File: src/rtl/gt_link_init_monitor_if.sv
// Status and reset-request signals between a GT channel's reset controller and
// the bring-up monitor. The monitor uses the master side.
interface gt_link_init_monitor_if;
   logic       gtwiz_reset_tx_done_in;
   logic       gtwiz_reset_rx_done_in;
   logic       prbs_match_in;
   logic       link_down_latched_reset_in;
   logic       reset_all_init_out;
   logic       reset_rx_init_out;
   logic       init_done_out;
   logic [3:0] init_retry_ctr_out;
   logic       link_status_out;
   logic       link_down_latched_out;

   modport master (
      input  gtwiz_reset_tx_done_in,
      input  gtwiz_reset_rx_done_in,
      input  prbs_match_in,
      input  link_down_latched_reset_in,
      output reset_all_init_out,
      output reset_rx_init_out,
      output init_done_out,
      output init_retry_ctr_out,
      output link_status_out,
      output link_down_latched_out
   );

   modport slave (
      output gtwiz_reset_tx_done_in,
      output gtwiz_reset_rx_done_in,
      output prbs_match_in,
      output link_down_latched_reset_in,
      input  reset_all_init_out,
      input  reset_rx_init_out,
      input  init_done_out,
      input  init_retry_ctr_out,
      input  link_status_out,
      input  link_down_latched_out
   );
endinterface

File: src/rtl/gt_link_init_monitor.sv
// Bring-up supervisor for one GT channel: waits for TX/RX reset done, qualifies
// link-up from PRBS match, and reissues reset requests on timeout or link loss.
module gt_link_init_monitor #(
   parameter logic [23:0] P_TX_TIMEOUT  = 24'd1250000,
   parameter logic [23:0] P_RX_TIMEOUT  = 24'd1250000,
   parameter int unsigned P_PULSE_LEN   = 32'd8,
   parameter int unsigned P_GUARD       = 32'd16,
   parameter int unsigned P_LINK_UP_CNT = 32'd128
) (
   input  logic                  clk_in,
   input  logic                  rst_n_in,
   gt_link_init_monitor_if.master bus
);

   typedef enum logic [2:0] {
      ST_START     = 3'd0,
      ST_TX_WAIT   = 3'd1,
      ST_RX_WAIT   = 3'd2,
      ST_MONITOR   = 3'd3,
      ST_RESET_ALL = 3'd4,
      ST_RESET_RX  = 3'd5
   } state_e;

   localparam logic [23:0] TX_LAST    = P_TX_TIMEOUT - 24'd1;
   localparam logic [23:0] RX_LAST    = P_RX_TIMEOUT - 24'd1;
   localparam logic [23:0] PULSE_LAST = 24'(P_PULSE_LEN - 32'd1);
   localparam logic [23:0] GUARD      = 24'(P_GUARD);
   localparam logic [15:0] LINK_MAX   = 16'(P_LINK_UP_CNT);

   logic       tx_done_s;
   logic       rx_done_s;
   logic       match_s;
   logic       ld_reset_s;

   state_e     state_r;
   state_e     state_s;
   logic [23:0] timer_r;
   logic [23:0] timer_s;
   logic [15:0] link_cnt_r;
   logic [15:0] link_cnt_s;
   logic        link_up_s;
   logic        link_status_r;
   logic        link_down_r;
   logic        link_down_s;
   logic [3:0]  retry_r;
   logic [3:0]  retry_s;
   logic        reset_all_r;
   logic        reset_rx_r;
   logic        init_done_r;

   assign tx_done_s  = bus.gtwiz_reset_tx_done_in;
   assign rx_done_s  = bus.gtwiz_reset_rx_done_in;
   assign match_s    = bus.prbs_match_in;
   assign ld_reset_s = bus.link_down_latched_reset_in;

   // Link qualifier: run of consecutive match cycles with RX done, saturating
   always_comb begin
      link_cnt_s = 16'd0;
      if (rx_done_s && match_s) begin
         if (link_cnt_r >= LINK_MAX) begin
            link_cnt_s = LINK_MAX;
         end else begin
            link_cnt_s = link_cnt_r + 16'd1;
         end
      end else begin
         link_cnt_s = 16'd0;
      end
   end

   // Status uses the next count so link-up lands on the LINK_MAX-th qualifying edge
   assign link_up_s = (link_cnt_s == LINK_MAX);

   // Sticky link-loss flag; a falling link wins over a simultaneous clear
   always_comb begin
      link_down_s = link_down_r;
      if (link_status_r && !link_up_s) begin
         link_down_s = 1'b1;
      end else if (ld_reset_s) begin
         link_down_s = 1'b0;
      end else begin
         link_down_s = link_down_r;
      end
   end

   // Next-state logic; MONITOR checks full-reset causes before link loss
   always_comb begin
      state_s = state_r;
      case (state_r)
         ST_START: begin
            state_s = ST_TX_WAIT;
         end
         ST_TX_WAIT: begin
            if ((timer_r >= GUARD) && tx_done_s) begin
               state_s = ST_RX_WAIT;
            end else if (timer_r == TX_LAST) begin
               state_s = ST_RESET_ALL;
            end else begin
               state_s = ST_TX_WAIT;
            end
         end
         ST_RX_WAIT: begin
            if ((timer_r >= GUARD) && rx_done_s && link_status_r) begin
               state_s = ST_MONITOR;
            end else if (timer_r == RX_LAST) begin
               state_s = ST_RESET_RX;
            end else begin
               state_s = ST_RX_WAIT;
            end
         end
         ST_MONITOR: begin
            if (!tx_done_s || !rx_done_s) begin
               state_s = ST_RESET_ALL;
            end else if (!link_status_r) begin
               state_s = ST_RESET_RX;
            end else begin
               state_s = ST_MONITOR;
            end
         end
         ST_RESET_ALL: begin
            if (timer_r == PULSE_LAST) begin
               state_s = ST_TX_WAIT;
            end else begin
               state_s = ST_RESET_ALL;
            end
         end
         ST_RESET_RX: begin
            if (timer_r == PULSE_LAST) begin
               state_s = ST_RX_WAIT;
            end else begin
               state_s = ST_RESET_RX;
            end
         end
         default: begin
            state_s = ST_START;
         end
      endcase
   end

   // Timer restarts on every state change, so pulse cycles never eat into a wait
   always_comb begin
      timer_s = 24'd0;
      if (state_s != state_r) begin
         timer_s = 24'd0;
      end else if ((state_r == ST_START) || (state_r == ST_MONITOR)) begin
         timer_s = 24'd0;
      end else if (timer_r == 24'hFF_FFFF) begin
         timer_s = timer_r;
      end else begin
         timer_s = timer_r + 24'd1;
      end
   end

   // Retry count bumps once per entry into either reset state, saturating at 15
   always_comb begin
      retry_s = retry_r;
      if ((state_s != state_r) &&
          ((state_s == ST_RESET_ALL) || (state_s == ST_RESET_RX)) &&
          (retry_r != 4'hF)) begin
         retry_s = retry_r + 4'd1;
      end else begin
         retry_s = retry_r;
      end
   end

   // State, counters and registered outputs
   always_ff @(posedge clk_in or negedge rst_n_in) begin
      if (!rst_n_in) begin
         state_r       <= ST_START;
         timer_r       <= 24'd0;
         link_cnt_r    <= 16'd0;
         link_status_r <= 1'b0;
         link_down_r   <= 1'b1;
         retry_r       <= 4'd0;
         reset_all_r   <= 1'b0;
         reset_rx_r    <= 1'b0;
         init_done_r   <= 1'b0;
      end else begin
         state_r       <= state_s;
         timer_r       <= timer_s;
         link_cnt_r    <= link_cnt_s;
         link_status_r <= link_up_s;
         link_down_r   <= link_down_s;
         retry_r       <= retry_s;
         reset_all_r   <= (state_s == ST_RESET_ALL);
         reset_rx_r    <= (state_s == ST_RESET_RX);
         init_done_r   <= (state_s == ST_MONITOR);
      end
   end

   assign bus.reset_all_init_out    = reset_all_r;
   assign bus.reset_rx_init_out     = reset_rx_r;
   assign bus.init_done_out         = init_done_r;
   assign bus.init_retry_ctr_out    = retry_r;
   assign bus.link_status_out       = link_status_r;
   assign bus.link_down_latched_out = link_down_r;

endmodule
File: src/flat_wrapper.sv
// flat-port wrapper written by rule: the top's interface ports become plain ports
module gt_link_init_monitor_flat 
#(
   parameter logic [23:0] P_TX_TIMEOUT  = 24'd1250000,
   parameter logic [23:0] P_RX_TIMEOUT  = 24'd1250000,
   parameter int unsigned P_PULSE_LEN   = 32'd8,
   parameter int unsigned P_GUARD       = 32'd16,
   parameter int unsigned P_LINK_UP_CNT = 32'd128
)
  (clk_in, rst_n_in, bus_gtwiz_reset_tx_done_in, bus_gtwiz_reset_rx_done_in, bus_prbs_match_in, bus_link_down_latched_reset_in, bus_reset_all_init_out, bus_reset_rx_init_out, bus_init_done_out, bus_init_retry_ctr_out, bus_link_status_out, bus_link_down_latched_out);
  gt_link_init_monitor_if bus_i ();
  input  logic clk_in;
  input  logic rst_n_in;
  input wire logic [$bits(bus_i.gtwiz_reset_tx_done_in)-1:0] bus_gtwiz_reset_tx_done_in;
  input wire logic [$bits(bus_i.gtwiz_reset_rx_done_in)-1:0] bus_gtwiz_reset_rx_done_in;
  input wire logic [$bits(bus_i.prbs_match_in)-1:0] bus_prbs_match_in;
  input wire logic [$bits(bus_i.link_down_latched_reset_in)-1:0] bus_link_down_latched_reset_in;
  output wire logic [$bits(bus_i.reset_all_init_out)-1:0] bus_reset_all_init_out;
  output wire logic [$bits(bus_i.reset_rx_init_out)-1:0] bus_reset_rx_init_out;
  output wire logic [$bits(bus_i.init_done_out)-1:0] bus_init_done_out;
  output wire logic [$bits(bus_i.init_retry_ctr_out)-1:0] bus_init_retry_ctr_out;
  output wire logic [$bits(bus_i.link_status_out)-1:0] bus_link_status_out;
  output wire logic [$bits(bus_i.link_down_latched_out)-1:0] bus_link_down_latched_out;
  assign bus_i.gtwiz_reset_tx_done_in = bus_gtwiz_reset_tx_done_in;
  assign bus_i.gtwiz_reset_rx_done_in = bus_gtwiz_reset_rx_done_in;
  assign bus_i.prbs_match_in = bus_prbs_match_in;
  assign bus_i.link_down_latched_reset_in = bus_link_down_latched_reset_in;
  assign bus_reset_all_init_out = bus_i.reset_all_init_out;
  assign bus_reset_rx_init_out = bus_i.reset_rx_init_out;
  assign bus_init_done_out = bus_i.init_done_out;
  assign bus_init_retry_ctr_out = bus_i.init_retry_ctr_out;
  assign bus_link_status_out = bus_i.link_status_out;
  assign bus_link_down_latched_out = bus_i.link_down_latched_out;
  gt_link_init_monitor #(.P_TX_TIMEOUT(P_TX_TIMEOUT), .P_RX_TIMEOUT(P_RX_TIMEOUT), .P_PULSE_LEN(P_PULSE_LEN), .P_GUARD(P_GUARD), .P_LINK_UP_CNT(P_LINK_UP_CNT)) u_core (.clk_in(clk_in), .rst_n_in(rst_n_in), .bus(bus_i));
endmodule
File: config.mk
export PLATFORM = sky130hd
export DESIGN_NAME = gt_link_init_monitor_flat
export DESIGN_NICKNAME = d
export VERILOG_FILES = /design/src/rtl/gt_link_init_monitor_if.sv /design/src/rtl/gt_link_init_monitor.sv /design/src/flat_wrapper.sv
export SDC_FILE = /design/constraint.sdc
export NUM_CORES = 1
export LEC_CHECK = 0
export BUFFER_PORTS_ARGS = -buffer_cell sky130_fd_sc_hd__buf_2
export CAP_MARGIN = 20
export CORE_ASPECT_RATIO = 0.7
export CORE_MARGIN = 10
export CORE_UTILIZATION = 50
export CTS_BUF_LIST = sky130_fd_sc_hd__clkbuf_4 sky130_fd_sc_hd__clkbuf_8 sky130_fd_sc_hd__clkbuf_16
export DETAILED_ROUTE_END_ITERATION = 12
export GPL_TIMING_DRIVEN = 0
export PLACE_DENSITY = 0.67
export SYNTH_ARGS = -nofsm -noshare
export SYNTH_HDL_FRONTEND = slang
export SYNTH_SLANG_ARGS = --single-unit
File: constraint.sdc
create_clock -name clk_in -period 7.03 [get_ports clk_in]
set_clock_uncertainty 0.05 [all_clocks]
set_input_delay 0 -clock clk_in [delete_from_list [all_inputs] [get_ports clk_in]]
set_output_delay 0 -clock clk_in [all_outputs]
set_load 0.1 [all_outputs]
==> impl_metrics.tcl <==
set metrics [dict create \
    grt_max_degree 35 \
    grt_use_total 0.1374 \
    crit_start "u_core.timer_r[4]" \
    htree_num_levels 2 \
    coreArea_um2 5258 \
    antenna_found_initial 0 \
    worstPathArrival_ps 3400 \
    ios 15 \
    p_leak_nw 1.345 \
    area_delta_synth_final_pct 12.58 \
    drive_gt1_frac 0.1470 \
    fin_util 0.5835 \
    fin_crit_ps 3271 \
    finalCritPeriodShare 0.4653 \
    status "completed" \
    via_per_inst 5.501 \
    start_util 0.5183 \
    grt_pass1_vias 2064 \
    end_kind "flop" \
    worstPathRequired_ps 7160 \
    slew_viol_final 0 \
    wire_per_inst_um 14.65 \
    finalWeightedCongestion 0.8804 \
    synth-seq-area-share 0.4780 \
    crit_path_start_kind "flop" \
    postSynthCellCount 279 \
    p_seq_frac 0.390 \
    cts_resized 0 \
    placed_area_um2 2932 \
    drt_iter0_drc 60 \
    insertion_delay_ps 320 \
    max_cap_viol_count 0 \
    fp-row-count 22 \
    drcViolationCount 0 \
    max-slew-margin-rel 0.5013 \
    tns_ps 0 \
    synthArstFlopShare 1.000 \
    synth_edf_count 0 \
    power_density_nw_per_um2 297.3 \
    diodes 0 \
    fmax_mhz 305.7 \
    syn_avg_cell_area_um2 9.767 \
    wl_um 5639 \
    cts.sinks 52 \
    grt_pass1_wl_um 9977 \
    synth-seq-cells 52 \
    place_ws_ps 3799 \
    place_hpwl_um 4135 \
    ys_warn_count 0 \
    finalNonFillerCells 385 \
    cts_tree "yes" \
    cts-buffers-inserted 5 \
    finalHoldViolCount 0 \
    syn_area_um2 2725 \
    postRouteAntennaNets 0 \
    p_switching_uw 409.1 \
    tightest_slew_ps 745.3 \
    internal_power_uw 503.0 \
    die_w_um 108.2 \
    power.total_uw 912.1 \
    dieArea_um2 8850 \
    synth_cell_types 52 \
    placed_cells 373 \
    hold_buffers 4 \
    n_fill_cell 479 \
    io_buffers 14 \
    final_nets 323 \
    setup_viol_count_final 0 \
    dr.pass1.iters 5 \
    path_class "flop to flop" \
    synth_top_flop_cell "dfrtp_1" \
    p_clk_frac 0.202 \
    sw_frac_of_total 0.4486 \
    hold_path_class "input pin to async pin" \
    regToRegStartpoint "u_core.timer_r[4]" \
    grt_setup_unrepaired "no" \
    worst_hold_slack_ps 103.1 \
    postCtsSetupRepairBufs 0 \
    num_vias 2118 \
    p_comb_frac 0.408 \
    clockBufferDepth 2 \
    cts-root-buf "clkbuf_8" \
    overflow 0 \
    fp.dieH_um 81.77 \
    clkTransAtPathRegs_ps 100 \
    setup_ws_ps 3759 \
    crit_fanout 10 \
    peakVddDrop_mv 0.1392 \
    ff2ff_setup_slack_ps 3760 \
    final_area_um2 3068 \
]
==> sequential cells by signal (all words and copies together), names as in the netlist <==
register / count
u_core.bus.reset_all_init_out: 1
u_core.timer_r: 24
u_core.bus.reset_rx_init_out: 1
u_core.link_cnt_r: 16
u_core.bus.init_done_out: 1
u_core.bus.init_retry_ctr_out: 4
u_core.bus.link_status_out: 1
u_core.state_r: 3
u_core.bus.link_down_latched_out: 1
==> worst max-delay path, stage by stage, from the launching register on <==
cell and delay, ps:
dfrtp_1 440, nor4_2 390, nand4_2 280, or4_4 630, o311ai_2 250, a21boi_2 270, a21oi_2 100, nand2_1 230
clkbuf_1 340, o21ai_0 160
==> synth_stat cells (2+ instances only) <==
| library cell | n | share of area |
|---|---|---|
| dfrtp_1 | 51 | 0.47 |
| o21ai_0 | 27 | 0.050 |
| nor2_1 | 23 | 0.032 |
| nand3_1 | 21 | 0.039 |
| xor2_1 | 21 | 0.067 |
| nand2_1 | 16 | 0.022 |
| inv_1 | 15 | 0.021 |
| nand4_1 | 11 | 0.025 |
| and3_1 | 10 | 0.023 |
| clkbuf_1 | 10 | 0.014 |
| nor3_1 | 8 | 0.015 |
| xnor2_1 | 8 | 0.026 |
| ha_1 | 5 | 0.023 |
| nor4_1 | 4 | 0.0092 |
| a21oi_1 | 3 | 0.0055 |
| and2_1 | 2 | 0.0046 |
| buf_2 | 2 | 0.0037 |
| mux2_2 | 2 | 0.0083 |
| nand2b_1 | 2 | 0.0046 |
| nor4_2 | 2 | 0.0092 |
| o211ai_1 | 2 | 0.0055 |
| o22ai_1 | 2 | 0.0046 |
| o31ai_1 | 2 | 0.0055 |
| or2_2 | 2 | 0.0046 |
==> metal layers <==
metal | up-vias | wire [um] | track usage
met1 | 1023 | 2807 | 0.1996
li1 | 1037 | - | -
met2 | 52 | 2462 | 0.2013
met3 | 6 | 326 | 0.03206
met4 | 0 | 42 | 0.03191
met5 | - | 0 | 0
==> cells by family (layout without fill, tap and decap cells) <==
family	after synthesis	count (layout)	synth area share
compound gates	50	50	0.1263
xor+xnor	29	29	0.09321
fa+ha+maj	5	5	0.02296
buf+inv	28	55	0.04224
flops	52	52	0.4780
mux	4	4	0.01745
other cells	1	8	0.001376
simple gates	110	110	0.2185
==> worst paths after layout <==
check,to,cells past startpoint
worst min-delay path,u_core.bus.reset_rx_init_out,2
worst max register to register,u_core.timer_r[4],9
worst max-delay path,u_core.timer_r[4],9
min in group clk_in,u_core.link_cnt_r[1],3
worst min register to register,u_core.bus.link_down_latched_out,2
max in group asynchronous,u_core.link_cnt_r[4],3
==> power by group through the flow <==
stage	combinational [mW]	clock, mW	sequential (mW)
6_report	0.372	0.184	0.356
5_1_grt	0.404	0.200	0.362
4_1_cts	0.375	0.186	0.356
3_5_place_dp	0.373	0	0.362
3_3_place_gp	0.368	0	0.361
2_1_floorplan	0.178	0	0.474
==> area by class of cell <==
class | instances | area, um2 | area share
Buffer | 13 | 58.81 | 0.01917
Clock buffer | 5 | 68.82 | 0.02243
Clock inverter | 3 | 27.53 | 0.008972
Inverter | 15 | 56.30 | 0.01835
Multi-Input combinational cell | 206 | 1334 | 0.4347
Sequential cell | 52 | 1303 | 0.4246
Tap cell | 72 | 90.09 | 0.02936
Timing Repair Buffer | 19 | 130.1 | 0.04241
==> cells in the final DEF (no fill, tap or decap), drive strengths merged, types with 2 or more instances in the layout <==
cell type	netlist	layout
a21oi	4	4
and2	2	2
and3	11	11
and4	2	2
buf	3	18
clkbuf	10	15
conb	1	8
dfrtp	51	51
dlygate4sd3	0	4
ha	5	5
inv	15	16
mux2	3	3
nand2	16	16
nand2b	2	2
nand3	21	21
nand4	12	12
nor2	23	23
nor3	9	9
nor4	6	6
o211ai	2	2
o21ai	27	27
o22ai	2	2
o31ai	3	3
or2	2	2
xnor2	8	8
xor2	21	21
(Power assumes the default switching activity.)
